### config.mk
export PLATFORM = sky130hd
export DESIGN_NAME = pc_sequencer
export DESIGN_NICKNAME = d
export VERILOG_FILES = /design/src/rtl/mips8_pkg.sv /design/src/rtl/pc_sequencer_incr.sv /design/src/rtl/pc_sequencer.sv
export SDC_FILE = /design/constraint.sdc
export NUM_CORES = 1
export LEC_CHECK = 0
export ABC_AREA = 1
export ABC_CLOCK_PERIOD_IN_PS = 2000
export BUFFER_PORTS_ARGS = -buffer_cell sky130_fd_sc_hd__buf_4
export CORE_MARGIN = 2
export CORE_UTILIZATION = 52
export DETAILED_ROUTE_END_ITERATION = 16
export PLACE_DENSITY = 0.79
export SKIP_CTS_REPAIR_TIMING = 1
export SLEW_MARGIN = 10
export SYNTH_ARGS = -nofsm -noshare
export SYNTH_HDL_FRONTEND = slang
export SYNTH_HIERARCHICAL = 1
export SYNTH_SLANG_ARGS = --single-unit
### constraint.sdc
create_clock -name clk -period 2 [get_ports clk]
set_input_delay 0.4 -clock clk [delete_from_list [all_inputs] [get_ports clk]]
set_output_delay 0.4 -clock clk [all_outputs]
set_load 0.02 [all_outputs]
### src/rtl/mips8_pkg.sv
// Shared constants and PC state type for the 8-bit MIPS fetch path.
package mips8_pkg;

    localparam int unsigned ADDR_W = 8;
    localparam int unsigned INC    = 1;
    localparam logic [ADDR_W-1:0] RESET_ADDR = 8'h00;

    typedef enum logic [1:0] {
        IDLE,
        RUN,
        HALT
    } pc_state_e;

endpackage

### src/rtl/pc_sequencer_incr.sv
// Sequential PC incrementer: pc + INC, wrapping modulo 2^ADDR_W.
module pc_sequencer_incr
    import mips8_pkg::*;
(
    input  logic [ADDR_W-1:0] pc,
    output logic [ADDR_W-1:0] sum_c
);

    assign sum_c = pc + ADDR_W'(INC);

endmodule

### src/rtl/pc_sequencer.sv
// Program-counter owner: issues fetches over valid/ready, picks next PC, handles stall/halt.
// Optional PC_OVERFLOW_TRAP_EN: sequential advance past the top address traps and halts instead of wrapping.
module pc_sequencer
    import mips8_pkg::*;
(
    input  logic              clk,
    input  logic              reset,
    input  logic              stall,
    input  logic              halt,
    input  logic              jump,
    input  logic [ADDR_W-1:0] jump_target,
    input  logic              branch_taken,
    input  logic [ADDR_W-1:0] branch_target,
    output logic              fetch_valid,
    output logic [ADDR_W-1:0] fetch_addr,
    input  logic              fetch_ready,
    output logic [ADDR_W-1:0] pc_plus1,
    output logic              halted,
    output logic              trap
);

`ifdef PC_OVERFLOW_TRAP_EN
    localparam bit TRAP_EN = 1'b1;
`else
    localparam bit TRAP_EN = 1'b0;
`endif

    pc_state_e         state, state_nxt;
    logic [ADDR_W-1:0] pc, pc_nxt;
    logic              outstanding;
    logic              pend_valid, pend_valid_nxt;
    logic [ADDR_W-1:0] pend_addr, pend_addr_nxt;
    logic              halt_pend, halt_pend_nxt;
    logic              trap_q, trap_nxt;
    logic              accept;
    logic              redirect;
    logic [ADDR_W-1:0] redir_addr;
    logic              halt_req;

    pc_sequencer_incr u_incr (
        .pc    (pc),
        .sum_c (pc_plus1)
    );

    // Request handshake; an outstanding request stays valid regardless of stall
    always_comb begin
        fetch_valid = (state == RUN) && (!stall || outstanding);
        accept      = fetch_valid && fetch_ready;
        redirect    = jump || branch_taken;
        redir_addr  = jump ? jump_target : branch_target;
        halt_req    = halt || halt_pend;
    end

    always_comb begin
        state_nxt      = state;
        pc_nxt         = pc;
        pend_valid_nxt = pend_valid;
        pend_addr_nxt  = pend_addr;
        halt_pend_nxt  = halt_pend;
        trap_nxt       = trap_q;
        unique case (state)
            IDLE: begin
                state_nxt     = RUN;
                halt_pend_nxt = halt;
                if (redirect && !halt) pc_nxt = redir_addr;
            end
            RUN: begin
                if (halt) halt_pend_nxt = 1'b1;
                if (accept) begin
                    pend_valid_nxt = 1'b0;
                    if (pend_valid) begin
                        pc_nxt = pend_addr;
                    end else if (redirect && !halt_req) begin
                        pc_nxt = redir_addr;
                    end else if (TRAP_EN && (pc == '1)) begin
                        trap_nxt  = 1'b1;
                        state_nxt = HALT;
                    end else begin
                        pc_nxt = pc_plus1;
                    end
                    if (halt_req) state_nxt = HALT;
                end else if (fetch_valid) begin
                    // Address must hold while waiting; park the redirect until accept
                    if (redirect && !halt_req) begin
                        pend_valid_nxt = 1'b1;
                        pend_addr_nxt  = redir_addr;
                    end
                end else begin
                    if (halt_req)      state_nxt = HALT;
                    else if (redirect) pc_nxt    = redir_addr;
                end
            end
            HALT: begin
                state_nxt = HALT;
            end
            default: state_nxt = IDLE;
        endcase
    end

    always_ff @(posedge clk) begin
        if (!reset) begin
            state       <= IDLE;
            pc          <= RESET_ADDR;
            outstanding <= 1'b0;
            pend_valid  <= 1'b0;
            pend_addr   <= RESET_ADDR;
            halt_pend   <= 1'b0;
            trap_q      <= 1'b0;
        end else begin
            state       <= state_nxt;
            pc          <= pc_nxt;
            outstanding <= fetch_valid && !fetch_ready;
            pend_valid  <= pend_valid_nxt;
            pend_addr   <= pend_addr_nxt;
            halt_pend   <= halt_pend_nxt;
            trap_q      <= trap_nxt;
        end
    end

    assign fetch_addr = pc;
    assign halted     = (state == HALT);
    assign trap       = trap_q;

endmodule

Word level (Yosys, flattened, before mapping)
Cells that the tools add are included.
{"block": "totals", "wordCells": 53, "out_inout_bits": 19, "reg_bits": 21}
{"block": "op_classes", "n_mux": 18, "eq_ne": 7, "add_sub_neg": 1, "n_reduce_logical": 20, "bitwise_logic": 1}
{"operator": "$mux W8", "count": 8}
{"operator": "$pmux W8 S2", "count": 1}
{"operator": "$ne A3 B3 Y1 const B", "count": 3}
{"operator": "$add A8 B1 Y8 const B", "count": 1}
{"operator": "$mux W2", "count": 3}
{"operator": "$pmux W2 S3", "count": 1}
{"operator": "$reduce_bool A2 Y1", "count": 3}
{"operator": "$logic_and A1 B1 Y1", "count": 5}
{"operator": "$reduce_and A5 Y1", "count": 1}
{"operator": "$logic_not A1 Y1", "count": 4}
{"operator": "$mux W1", "count": 4}
{"operator": "$ne A2 B2 Y1 const B", "count": 2}
{"operator": "$reduce_and A4 Y1", "count": 1}
{"operator": "$logic_or A1 B1 Y1", "count": 3}
{"operator": "$reduce_and A3 Y1", "count": 1}
{"operator": "$eq A2 B1 Y1 const B", "count": 1}
{"operator": "$eq A2 B2 Y1 const B", "count": 1}
{"operator": "$logic_not A2 Y1", "count": 1}
{"operator": "$pmux W1 S2", "count": 1}
{"operator": "$reduce_and A2 Y1", "count": 1}
{"operator": "$not A1 Y1", "count": 1}

Logic depth before layout (Yosys ltp)
{"block": "logic_depth", "ltp_word": 7, "ltp_mapped": 11}

Modules after synthesis
The synthesis kept the hierarchy.
{"module": "pc_sequencer", "n_inst": 1, "cells_each": 229, "area_per_inst_um2": 1415.1, "seq_area_each_um2": 420.4}
{"module": "pc_sequencer_incr", "n_inst": 1, "cells_each": 28, "area_per_inst_um2": 135.1, "seq_area_each_um2": 0.0}

Least setup slack after synthesis
Ideal clock, no wire load.
{"block": "synth_path", "kind": "reg-to-reg", "start": "register pc[1] (netlist: fetch_addr[1])", "end": "register pc[4] (netlist: fetch_addr[4])", "period_less_slack_ns": 1.780, "required_ns": 1.929, "arrival_ns": 1.709, "path_slack_ns": 0.220, "stages_incl_launch_ff": 10, "n_path_buf": 0, "path_cell_list": "dfxtp_1 -> ha_1 -> nand3_1 -> xnor2_1 -> inv_1 -> nand2_1 -> nand3_1 -> nand2_1 -> nand3_1 -> a21oi_1"}
{"block": "synth_between", "elab_chain_cells": 5}
{"item": "start, declared", "line": "pc_sequencer.sv:29", "text": "logic [ADDR_W-1:0] pc, pc_nxt;"}
{"item": "start signal, assigned", "line": "pc_sequencer.sv:111", "text": "pc <= pc_nxt;"}
{"item": "$add A8 B1 Y8", "line": "pc_sequencer_incr.sv:9", "text": "assign sum_c = pc + ADDR_W'(INC);"}
{"item": "via pc_plus1[4]", "line": "pc_sequencer.sv:17", "text": "output logic [ADDR_W-1:0] pc_plus1,"}
{"item": "$mux W8", "line": "pc_sequencer.sv:73", "text": "end else if (redirect && !halt_req) begin"}
{"item": "$mux W8", "line": "pc_sequencer.sv:71", "text": "if (pend_valid) begin"}
{"item": "$mux W8", "line": "pc_sequencer.sv:69", "text": "if (accept) begin"}
{"item": "$pmux W8 S2", "line": "pc_sequencer.sv:61", "text": "unique case (state)"}
The timed path passes the listed nets, and every way through them passes these cells.
A chain may end at the register's enable or synchronous reset.

Final worst setup path
{"block": "layout_path", "start": "register pc[0] (netlist: fetch_addr[0])", "end": "output pc_plus1[6]"}
{"block": "layout_between", "elab_chain_cells": 1}
{"item": "$add A8 B1 Y8", "line": "pc_sequencer_incr.sv:9"}
{"item": "end, declared", "line": "pc_sequencer.sv:17"}
No other way between the ends.

==> flow_summary_export.csv <==
group,metric,value,unit
timing,finalSetupTns,0,ns
timing,finClkSkew,0.00650,ns
grt,vias_in_the_first_global_route,1427,
yosys,synth_warnings,6,
clocking,cts-root-buf,"clkbuf_4",
worst_setup_path,cp_data_required_time,1.60,ns
detailed_routing,drc,1,
yosys,syn-mean-instance-area,6.03,µm²
worst_setup_path,cp_data_arrival_time,1.51,ns
die,die-area,3430,µm²
clocking,worstSkewPairLatency,0.32,ns
clocking,cts_max_level,1,
timing,final.period_utilization,95.4,%
run_status,outcome,"finished, violations left",
grt,grt_remaining_overflow,0,
pwr,power_leakage,1.04,nW
timing,grt_setup_unrepaired,"yes",
grt,globalRouteTotalUtil,20.7,%
yosys,synth_enable_flop_cells,0,
worst_setup_path,critical_path.endpoint_type,"output port",
placed_design,place.port_buffers,40,
timing,final_hold_viol_count,0,
detailed_routing,detail_route.vias_per_cell,4.93,
die,starting_utilization_of_the_core_area,55.3,%
die,die_height,58.6,µm
layout,nets,324,
yosys,ys.flop_type,"dfxtp_1",
layout,antennaDiodeCount,0,
yosys,synth_cells,257,
timing,slew_viol_final,0,
grt,wire_length_of_the_first_global_routing_pass,5.57,mm
job,maxCapViolCount,0,
yosys,synth_async_sr_flop_share,0,%
pwr,sw_frac_of_total,46.6,%
detailed_routing,ant_nets,0,
clocking,clock_tree.buffer_depth,2,
worst_setup_path,critPathLaunchType,"register",
worst_setup_path,crit_type,"register to output port",
min_path,worstHoldPathType,"primary input to register",
grt,grt_antenna_before_repair,0,
die,die_x,58.6,µm
detailed_routing,vias,1607,
clocking,clock_sinks,21,
timing,fin_crit,1.91,ns
yosys,syn_area,1550,µm²
detailed_routing,first_pass_iters,10,
die,pin_count,42,
pwr,pwr-share-clk,11.3,%
worst_setup_path,worst-path-max-fanout,5,
layout,layout-area-overhead-vs-synth,20.9,%
yosys,synth-seq-area-share,27.1,%
detailed_routing,detail_routed_net_length_per_standard_cell,10.1,µm
layout,post_route_cells_drive_above_1_share,20.0,%
timing,setup_violations,0,
yosys,synth.top_cells.by_area,"dfxtp_1 (27%), nand2_1 (22%), inv_1 (11%)",
grt,grt_start_max_net_pins,20,
layout,seq_area,420,µm²
clocking,worst_setup_hold_path_clk_slew,0.12,ns
placed_design,place.detailed.instances,322,
die,coreArea,2810,µm²
pwr,switching_power,0.000879,W
yosys,portion_of_synthesized_cell_area_occupied_by_the_leading_cell_type,27.1,%
pwr,power.density_cell_area,1010,nW/µm²
yosys,synth_top_cells_by_count,"nand2_1 (91), inv_1 (45), nor2_1 (25)",
timing,worstMarginPinSlew,0.543,ns
detailed_routing,drt_iter0_drc,45,
pwr,portion_of_total_power_attributed_to_sequential_cells,31.7,%
layout,fillers,287,
detailed_routing,wirelength,3.31,mm
timing,max_freq,524,MHz
placed_design,place.gp.congestion,0.785,
yosys,yosys_register_bits,21,
timing,relSlewSlack,63.6,%
yosys,post_synth_num_cell_types,29,
layout,multi_input_gate_area,893,µm²
run_status,failed_checks,"DRC",
yosys,mappedNetlistNets,285,
placed_design,detailedPlacementHpwl,2.66,mm
pwr,power.share.combinational,57.0,%
clocking,tritoncts,"yes",
die,rows,19,
pwr,p_int,0.00101,W
pwr,vdd_ir_drop_max,0.701,mV
clocking,numCtsBuffers,3,
layout,instances_no_fill,326,
yosys,post-synth-top-count-cell,"nand2_1",
yosys,synth_top_area_cell,"dfxtp_1",
[sequential cells by signal, indices dropped and copies added, names as in the netlist]
signal,cells
pend_valid,1
halt_pend,1
pend_addr,8
state,2
outstanding,1
fetch_addr,8
[cells in the final DEF, fill, tap and decap left out, drive strengths merged, types with 2 or more instances in the layout]
| cell type | netlist | layout |
|---|---|---|
| nor3 | 2 | 2 |
| clkbuf | 2 | 3 |
| clkinv | 2 | 3 |
| a21oi | 12 | 12 |
| a211oi | 8 | 8 |
| buf | 4 | 40 |
| xnor2 | 2 | 2 |
| dfxtp | 21 | 21 |
| inv | 47 | 47 |
| nand2 | 96 | 96 |
| nand3 | 20 | 20 |
| o21ai | 4 | 4 |
| ha | 5 | 5 |
| nor2 | 30 | 30 |
[power groups by stage]
| stage | Clock [W] | Combinational, W | Sequential, W |
|---|---|---|---|
| 2_1_floorplan | 0 | 0.000717 | 0.000648 |
| 3_3_place_gp | 0 | 0.00107 | 0.000607 |
| 3_5_place_dp | 0 | 0.00108 | 0.000610 |
| 4_1_cts | 0.000217 | 0.00109 | 0.000599 |
| 5_1_grt | 0.000227 | 0.00121 | 0.000612 |
| 6_report | 0.000213 | 0.00108 | 0.000599 |
[layer usage]
layer  GRT usage, %  vias up  routed length (µm)
li1               -      847                   -
met1           23.6      730                1440
met2           38.8       23                1710
met3           1.98        7                  85
met4           8.77        0                  65
met5              0        -                   0
[critical path, cell delays in order, from the launching register on]
cell and delay, ns:
dfxtp_1 0.43, ha_1 0.21, nand3_1 0.15, nor2_1 0.12
nand2_1 0.05, nand2_1 0.08, buf_4 0.14
[stage by stage]
step	instance area (µm²)	utilization (%)	total power (W)	setup WS (ns)	hold slack (ns)
6_report	1870	66.8	0.00189	0.0922	0.338
3_5_place_dp	1850	65.8	0.00169	0.344	0.489
4_1_cts	1870	66.8	0.00190	0.0901	0.337
2_1_floorplan	1550	-	0.00136	0.220	0.471
3_3_place_gp	1850	65.8	0.00168	0.413	0.480
5_1_grt	1870	66.8	0.00205	-0.0138	0.370
[worst paths after layout]
kind,startpoint,to,slack [ns],cells past startpoint
setup / recovery,fetch_addr[0]$_SDFFE_PN0P_,pc_plus1[6],0.09,6
setup reg to reg,state[1]$_SDFFE_PN0P_,pend_addr[6]$_SDFFE_PN0P_,0.31,6
hold reg to reg,pend_addr[3]$_SDFFE_PN0P_,pend_addr[3]$_SDFFE_PN0P_,0.50,2
hold / removal,reset,state[0]$_SDFFE_PN0P_,0.34,3
[logic make-up (layout without fill, tap and decap cells)]
logic type               after synthesis  after routing  synth area share [%]
flip-flops                            21             21                  27.1
adder cells (fa/ha/maj)                5              5                  4.04
buffers and inverters                 55             93                  15.3
AO/OA/AOI/OAI                         24             24                  9.68
other                                  1              1                 0.242
AND/OR/NAND/NOR                      148            148                  42.0
XOR/XNOR                               3              3                  1.70
[final cells by class]
class | count | area share, %
Clock inverter | 1 | 0.267
Tap cell | 31 | 2.07
Timing Repair Buffer | 40 | 16.0
Inverter | 49 | 10.3
Clock buffer | 3 | 1.20
Multi-Input combinational cell | 181 | 47.7
Sequential cell | 21 | 22.4
Power figures use the tool's default switching activity.
